--- src/rtl/irq_ctrl.sv ---
// irq_ctrl: external interrupt controller sitting in front of the CP0 exception block.
//
// Synchronises N_SRC asynchronous interrupt lines. It detects a rising edge or
// tracks the level of each source, depending on MODE. It keeps pending requests,
// applies the MASK, and selects the lowest-index eligible source. The result is
// presented to CP0 as a single request line with an id. An ack/eoi handshake
// keeps only one interrupt in service at a time.
//
// Ports:
//   clk       main clock
//   rst_n     asynchronous active-low reset
//   irq_src   raw asynchronous interrupt lines, active-high
//   wr_en     register write strobe
//   wr_addr   register write address (0 MASK, 1 MODE, 2 PENDING, 3 STATUS)
//   wr_data   register write data
//   rd_addr   register read address
//   rd_data   registered read data, one cycle after rd_addr
//   irq_req   interrupt request into CP0 ir_in
//   irq_id    id of the requesting source, valid while irq_req is high
//   irq_ack   one-cycle pulse, CP0 has taken the interrupt
//   irq_eoi   one-cycle pulse, handler finished
module irq_ctrl #(
    parameter int N_SRC = 8,
    parameter int ID_W  = 4
) (
    input  logic             clk,
    input  logic             rst_n,
    input  logic [N_SRC-1:0] irq_src,
    input  logic             wr_en,
    input  logic [1:0]       wr_addr,
    input  logic [31:0]      wr_data,
    input  logic [1:0]       rd_addr,
    output logic [31:0]      rd_data,
    output logic             irq_req,
    output logic [ID_W-1:0]  irq_id,
    input  logic             irq_ack,
    input  logic             irq_eoi
);

    typedef enum logic [1:0] {
        IDLE    = 2'd0,
        REQ     = 2'd1,
        SERVICE = 2'd2
    } state_t;

    state_t            state;
    logic [N_SRC-1:0]  sync_1;
    logic [N_SRC-1:0]  sync_2;
    logic [N_SRC-1:0]  prev;
    logic [N_SRC-1:0]  mask_q;
    logic [N_SRC-1:0]  mode_q;
    logic [N_SRC-1:0]  pend_q;
    logic [N_SRC-1:0]  rise;
    logic [N_SRC-1:0]  pend_view;
    logic [N_SRC-1:0]  eligible;
    logic [N_SRC-1:0]  w1c;
    logic [N_SRC-1:0]  ack_clr;
    logic [N_SRC-1:0]  pend_next;
    logic [ID_W-1:0]   top_id;
    logic [ID_W-1:0]   isr_id;
    logic              any_elig;
    logic              ack_take;
    logic              req_next;
    logic [31:0]       rd_next;

    // Write-data bits above the implemented sources have no storage behind them.
    logic unused_wr_bits;
    assign unused_wr_bits = ^wr_data[31:N_SRC];

    assign rise     = sync_2 & ~prev;
    // Level-mode sources are never stored: they read the synchronised line directly.
    assign pend_view = (pend_q & mode_q) | (sync_2 & ~mode_q);
    assign eligible  = pend_view & mask_q;
    assign any_elig  = |eligible;
    assign ack_take  = (state == REQ) && irq_ack;
    assign w1c       = (wr_en && (wr_addr == 2'd2)) ? wr_data[N_SRC-1:0] : '0;
    // A fresh edge wins over a W1C or ack clear landing in the same cycle.
    assign pend_next = (rise | (pend_q & ~w1c & ~ack_clr)) & mode_q;
    // Request is withdrawn as soon as nothing is eligible or CP0 has acked it.
    assign req_next  = (state == REQ) && any_elig && !irq_ack;

    // Lowest index wins: scan downward so the last hit is the smallest index.
    always_comb begin
        top_id = '0;
        for (int i = N_SRC - 1; i >= 0; i--) begin
            if (eligible[i]) begin
                top_id = ID_W'(i);
            end
        end
    end

    // The ack clears the source CP0 saw on irq_id, not whatever is best right now.
    always_comb begin
        ack_clr = '0;
        for (int i = 0; i < N_SRC; i++) begin
            ack_clr[i] = ack_take && (irq_id == ID_W'(i));
        end
    end

    // Two-flop synchroniser, plus one more stage to detect rising edges.
    always_ff @(posedge clk or negedge rst_n) begin
        if (!rst_n) begin
            sync_1 <= '0;
            sync_2 <= '0;
            prev   <= '0;
        end else begin
            sync_1 <= irq_src;
            sync_2 <= sync_1;
            prev   <= sync_2;
        end
    end

    // Software-visible MASK/MODE registers and the stored edge-pending bits.
    always_ff @(posedge clk or negedge rst_n) begin
        if (!rst_n) begin
            mask_q <= '0;
            mode_q <= '0;
            pend_q <= '0;
        end else begin
            if (wr_en && (wr_addr == 2'd0)) begin
                mask_q <= wr_data[N_SRC-1:0];
            end
            if (wr_en && (wr_addr == 2'd1)) begin
                mode_q <= wr_data[N_SRC-1:0];
            end
            pend_q <= pend_next;
        end
    end

    // Request/service handshake. The outputs are registered, so irq_req lags
    // entry into REQ by one cycle. Ack takes precedence over eligibility
    // vanishing, because CP0 has already seen irq_req high.
    always_ff @(posedge clk or negedge rst_n) begin
        if (!rst_n) begin
            state   <= IDLE;
            irq_req <= 1'b0;
            irq_id  <= '0;
            isr_id  <= '0;
        end else begin
            irq_req <= req_next;
            if (req_next) begin
                irq_id <= top_id;
            end
            case (state)
                IDLE: begin
                    if (any_elig) begin
                        state <= REQ;
                    end
                end
                REQ: begin
                    if (irq_ack) begin
                        state  <= SERVICE;
                        isr_id <= irq_id;
                    end else if (!any_elig) begin
                        state <= IDLE;
                    end
                end
                SERVICE: begin
                    if (irq_eoi) begin
                        state <= IDLE;
                    end
                end
                default: state <= IDLE;
            endcase
        end
    end

    // Read mux. A write in the same cycle is not yet visible here.
    always_comb begin
        rd_next = '0;
        case (rd_addr)
            2'd0: rd_next[N_SRC-1:0] = mask_q;
            2'd1: rd_next[N_SRC-1:0] = mode_q;
            2'd2: rd_next[N_SRC-1:0] = pend_view;
            default: begin
                rd_next[1:0]      = state;
                rd_next[ID_W+7:8] = isr_id;
            end
        endcase
    end

    always_ff @(posedge clk or negedge rst_n) begin
        if (!rst_n) begin
            rd_data <= '0;
        end else begin
            rd_data <= rd_next;
        end
    end

endmodule

--- config.mk ---
export PLATFORM = sky130hd
export DESIGN_NAME = irq_ctrl
export DESIGN_NICKNAME = d
export VERILOG_FILES = /design/src/rtl/irq_ctrl.sv
export SDC_FILE = /design/constraint.sdc
export NUM_CORES = 1
export LEC_CHECK = 0
export BUFFER_PORTS_ARGS = -buffer_cell sky130_fd_sc_hd__buf_4
export CAP_MARGIN = 20
export CORE_UTILIZATION = 45
export CTS_BUF_LIST = sky130_fd_sc_hd__clkbuf_2
export DETAILED_ROUTE_END_ITERATION = 10
export PLACE_DENSITY = 0.78
export SYNTH_ARGS = -nofsm -noshare
export SYNTH_HDL_FRONTEND = slang
export SYNTH_SLANG_ARGS = --single-unit
--- constraint.sdc ---
create_clock -name clk -period 2.3 [get_ports clk]
set_clock_uncertainty 0.2 [all_clocks]
set_input_delay 0.115 -clock clk [delete_from_list [all_inputs] [get_ports clk]]
set_output_delay 0.115 -clock clk [all_outputs]
set_load 0.005 [all_outputs]
==> reports/results.md <==
• number of max-cap violations: 0
• most common cell after layout, fill and taps aside: sky130_fd_sc_hd__dfrtp_1
• top cells by area, synth: sky130_fd_sc_hd__dfrtp_1, sky130_fd_sc_hd__mux2_2, sky130_fd_sc_hd__buf_4
• maximum VDD drop: 0.434 mV
• number of buffers inserted by post-CTS setup repair: 0
• Layout Utilization: 0.592
• category of the worst setup path launch point: input pin
• largest area contributor in the netlist: sky130_fd_sc_hd__dfrtp_1
• Synth Flop Type: sky130_fd_sc_hd__dfrtp_1
• via count: 1939
• post-placement cell count: 331
• Power Dens Cells: 788 mW/mm^2
• DRT antenna net count: 0
• Hold WC Path Type: input pin to asynchronous set/reset pin
• Clock Pin Slew Worst Setup and Hold Paths: 0.16 ns
• endpoint kind of the worst setup timing path: flip-flop
• capturing point of the worst reg2reg path: irq_id[1]
• leakage power summed over all cells: 1.71 nW
• TritonCTS clock tree: built
• Post-synth EDFFs: 0
• Crit Path Class: input pin to flip-flop
• depth of the CTS H-tree: 3
• Setup TNS: 0 ns
• area post-placement: 0.00320 sq mm
• layout overhead on the synthesized area: 23.7%
• count of buffers from port buffering: 39
• Antenna diodes: 0
• RSZ-0062 raised after global routing: false
• vias per cell: 5.13
• register-to-register setup slack: 0.39 ns
• share of layout cells above drive strength 1: 0.290
• r2r worst-path depth: 5
• delay contributed by the slowest stage of the critical path: 0.56 ns
• core area: 0.00606 sq mm
• Top cell by count, worst path: sky130_fd_sc_hd__dlygate4sd3_1
• data arrival time of the critical path: 2.37 ns
• final-report max-slew violation count: 0
• average footprint of a synthesized cell: 13.2 sq um
• width of the chip: 82.3 microns
• total wire length: 5850 microns
• chip height: 82.3 microns
• Root Driver: sky130_fd_sc_hd__clkbuf_2
• Die Footprint: 0.00678 sq mm
• antenna violations before repair: 0
• clock latency on the worst-skew pair: 0.50 ns
• sequential element share of the synthesized area: 0.586
• CTS Buf Count: 9
• Worst slew margin: 0.452
• Sink Count: 68
• number of ports placed on the die boundary: 86
• wire length per cell: 15.5 microns
• net total in the final layout: 348
• fin crit share: 0.941
• flop and latch count out of synthesis: 68
• filler instances: 535
• global-route wire length before repair: 9560 microns
• area of the mapped netlist: 0.00290 sq mm
• final hold violation count: 0
• post-route worst hold slack: 0.0360 ns
• number of library cell types mapped by synthesis: 37
• post-layout minimum cycle time: 2.17 ns
• Synth top area share: 0.586
• Crit path required time: 2.51 ns
• post-route DRC violation count: 0
• non-filler cells, final: 378
• total iterations of the first detailed-routing run: 4
• vias in the first global route: 1986
• number of instances in the synthesized netlist: 220
• number of buffers on the longest clock path: 2
• GRT Overall Usage: 0.200
• maximum fanout along the worst path: 6
• transition time of the tightest slew-check pin: 0.822 ns
• dpl hpwl: 3760 microns
• detailed router's first-iteration violation count: 105
• post-route design area: 0.00359 sq mm
• number of rows created at floorplan: 28
• top achievable clock speed: 0.462 GHz
• total setup violations reported at the end of the flow: 0
• final estimated routing congestion in global placement: 0.801
• effective utilization at floorplan: 0.479
• critical path, cell by cell: dlygate4sd3_1, buf_4, nor3b_2, buf_4, nand2_1, dlygate4sd3_1, o21ai_0, dlygate4sd3_1
• master of the slowest instance on the critical path: sky130_fd_sc_hd__dlygate4sd3_1
• Critical R2R Launch: mode_q[6]
• Synthesis Warnings: 0
• outcome: complete, no violations
• most frequent cells in the layout: sky130_fd_sc_hd__dfrtp_1, sky130_fd_sc_hd__buf_4, sky130_fd_sc_hd__dlygate4sd3_1
• share of flip-flops with an asynchronous set or reset after synthesis: 1.00
• maximum number of pins on one net before global-route repair: 69
• residual overflow from global routing: 0
stage by stage:
stage	total power, mW	worst slack [ns]
floorplan	2.00	0.537
global placement	2.23	0.449
detailed placement	2.27	0.411
CTS	2.86	0.250
global route	3.02	0.174
finish	2.83	0.135
what timing repair did:
| action | in CTS | in global routing |
|---|---|---|
| endpoints found under the hold margin | 120 | 0 |
| endpoints found under the setup margin | 0 | 0 |
| hold buffers | 32 | 0 |
| resized for setup | 0 | 0 |
registers in the layout (all words and copies together) (netlist names), 3 cells and up:
signal,count
irq_id,3
isr_id,3
mask_q,8
mode_q,8
pend_q,8
prev,8
rd_data,11
sync_1,8
sync_2,8
worst max-delay path, delay by kind of cell:
kind | cells | cell delay (ns)
compound gates | 1 | 0.09
buf+inv | 5 | 1.95
simple gates | 2 | 0.22
synthesized netlist by cell type, types with 3 or more instances:
cell type / number
sky130_fd_sc_hd__mux2_2: 20
sky130_fd_sc_hd__nor2_1: 3
sky130_fd_sc_hd__o211ai_1: 7
sky130_fd_sc_hd__a21boi_0: 3
sky130_fd_sc_hd__mux2i_1: 6
sky130_fd_sc_hd__a22oi_4: 3
sky130_fd_sc_hd__nand2_1: 24
sky130_fd_sc_hd__buf_4: 22
sky130_fd_sc_hd__o21ai_0: 8
sky130_fd_sc_hd__inv_1: 3
sky130_fd_sc_hd__and3_1: 3
sky130_fd_sc_hd__dfrtp_1: 68
sky130_fd_sc_hd__nand2b_1: 11
sky130_fd_sc_hd__a21oi_1: 3
sky130_fd_sc_hd__a21boi_1: 5
sky130_fd_sc_hd__mux2_4: 5
final cells by class:
type | count | area (sq um) | area share
Sequential cell | 68 | 1700 | 0.474
Multi-Input combinational cell | 145 | 1090 | 0.304
Timing Repair Buffer | 72 | 621 | 0.173
Tap cell | 75 | 93.8 | 0.0261
Clock buffer | 11 | 55.1 | 0.0153
Clock inverter | 4 | 17.5 | 0.00488
Inverter | 3 | 11.3 | 0.00314
cell families (layout without fill, tap and decap cells):
family                 count (synthesis)  count (layout)  share of synthesized area
AOI/OAI and AO/OA                     36              36                      0.103
buffers and inverters                 28              90                     0.0651
DFF                                   68              68                      0.586
muxes                                 33              33                      0.140
other                                  1              22                    0.00129
and+or+nand+nor                       54              54                      0.104
how the worst max path moves through the flow:
stage / startpoint / endpoint / slack [ns] / cells after the start
after floorplan: mode_q[3] / irq_id[1] / 0.54 / 5
after global placement: mode_q[6] / irq_id[1] / 0.45 / 5
after detailed placement: mode_q[6] / irq_id[1] / 0.41 / 5
after CTS: wr_en / mask_q[6] / 0.25 / 8
after global routing: wr_addr[1] / mask_q[6] / 0.17 / 8
final: wr_en / mask_q[6] / 0.13 / 8
power breakdown:
group / leakage, nW / switching [mW] / internal, mW
Combinational: 0.822 / 0.314 / 0.420
Sequential: 0.831 / 0.185 / 1.39
Clock: 0.0566 / 0.386 / 0.135
metal layers:
layer | wire, microns | share of wire | track usage | vias up
li1 | - | - | - | 889
met1 | 2470 | 0.42 | 0.237 | 964
met2 | 2910 | 0.50 | 0.328 | 73
met3 | 355 | 0.061 | 0.0681 | 13
met4 | 106 | 0.018 | 0.0930 | 0
met5 | 0 | 0 | 0 | -
Power figures use the tool's default switching activity.
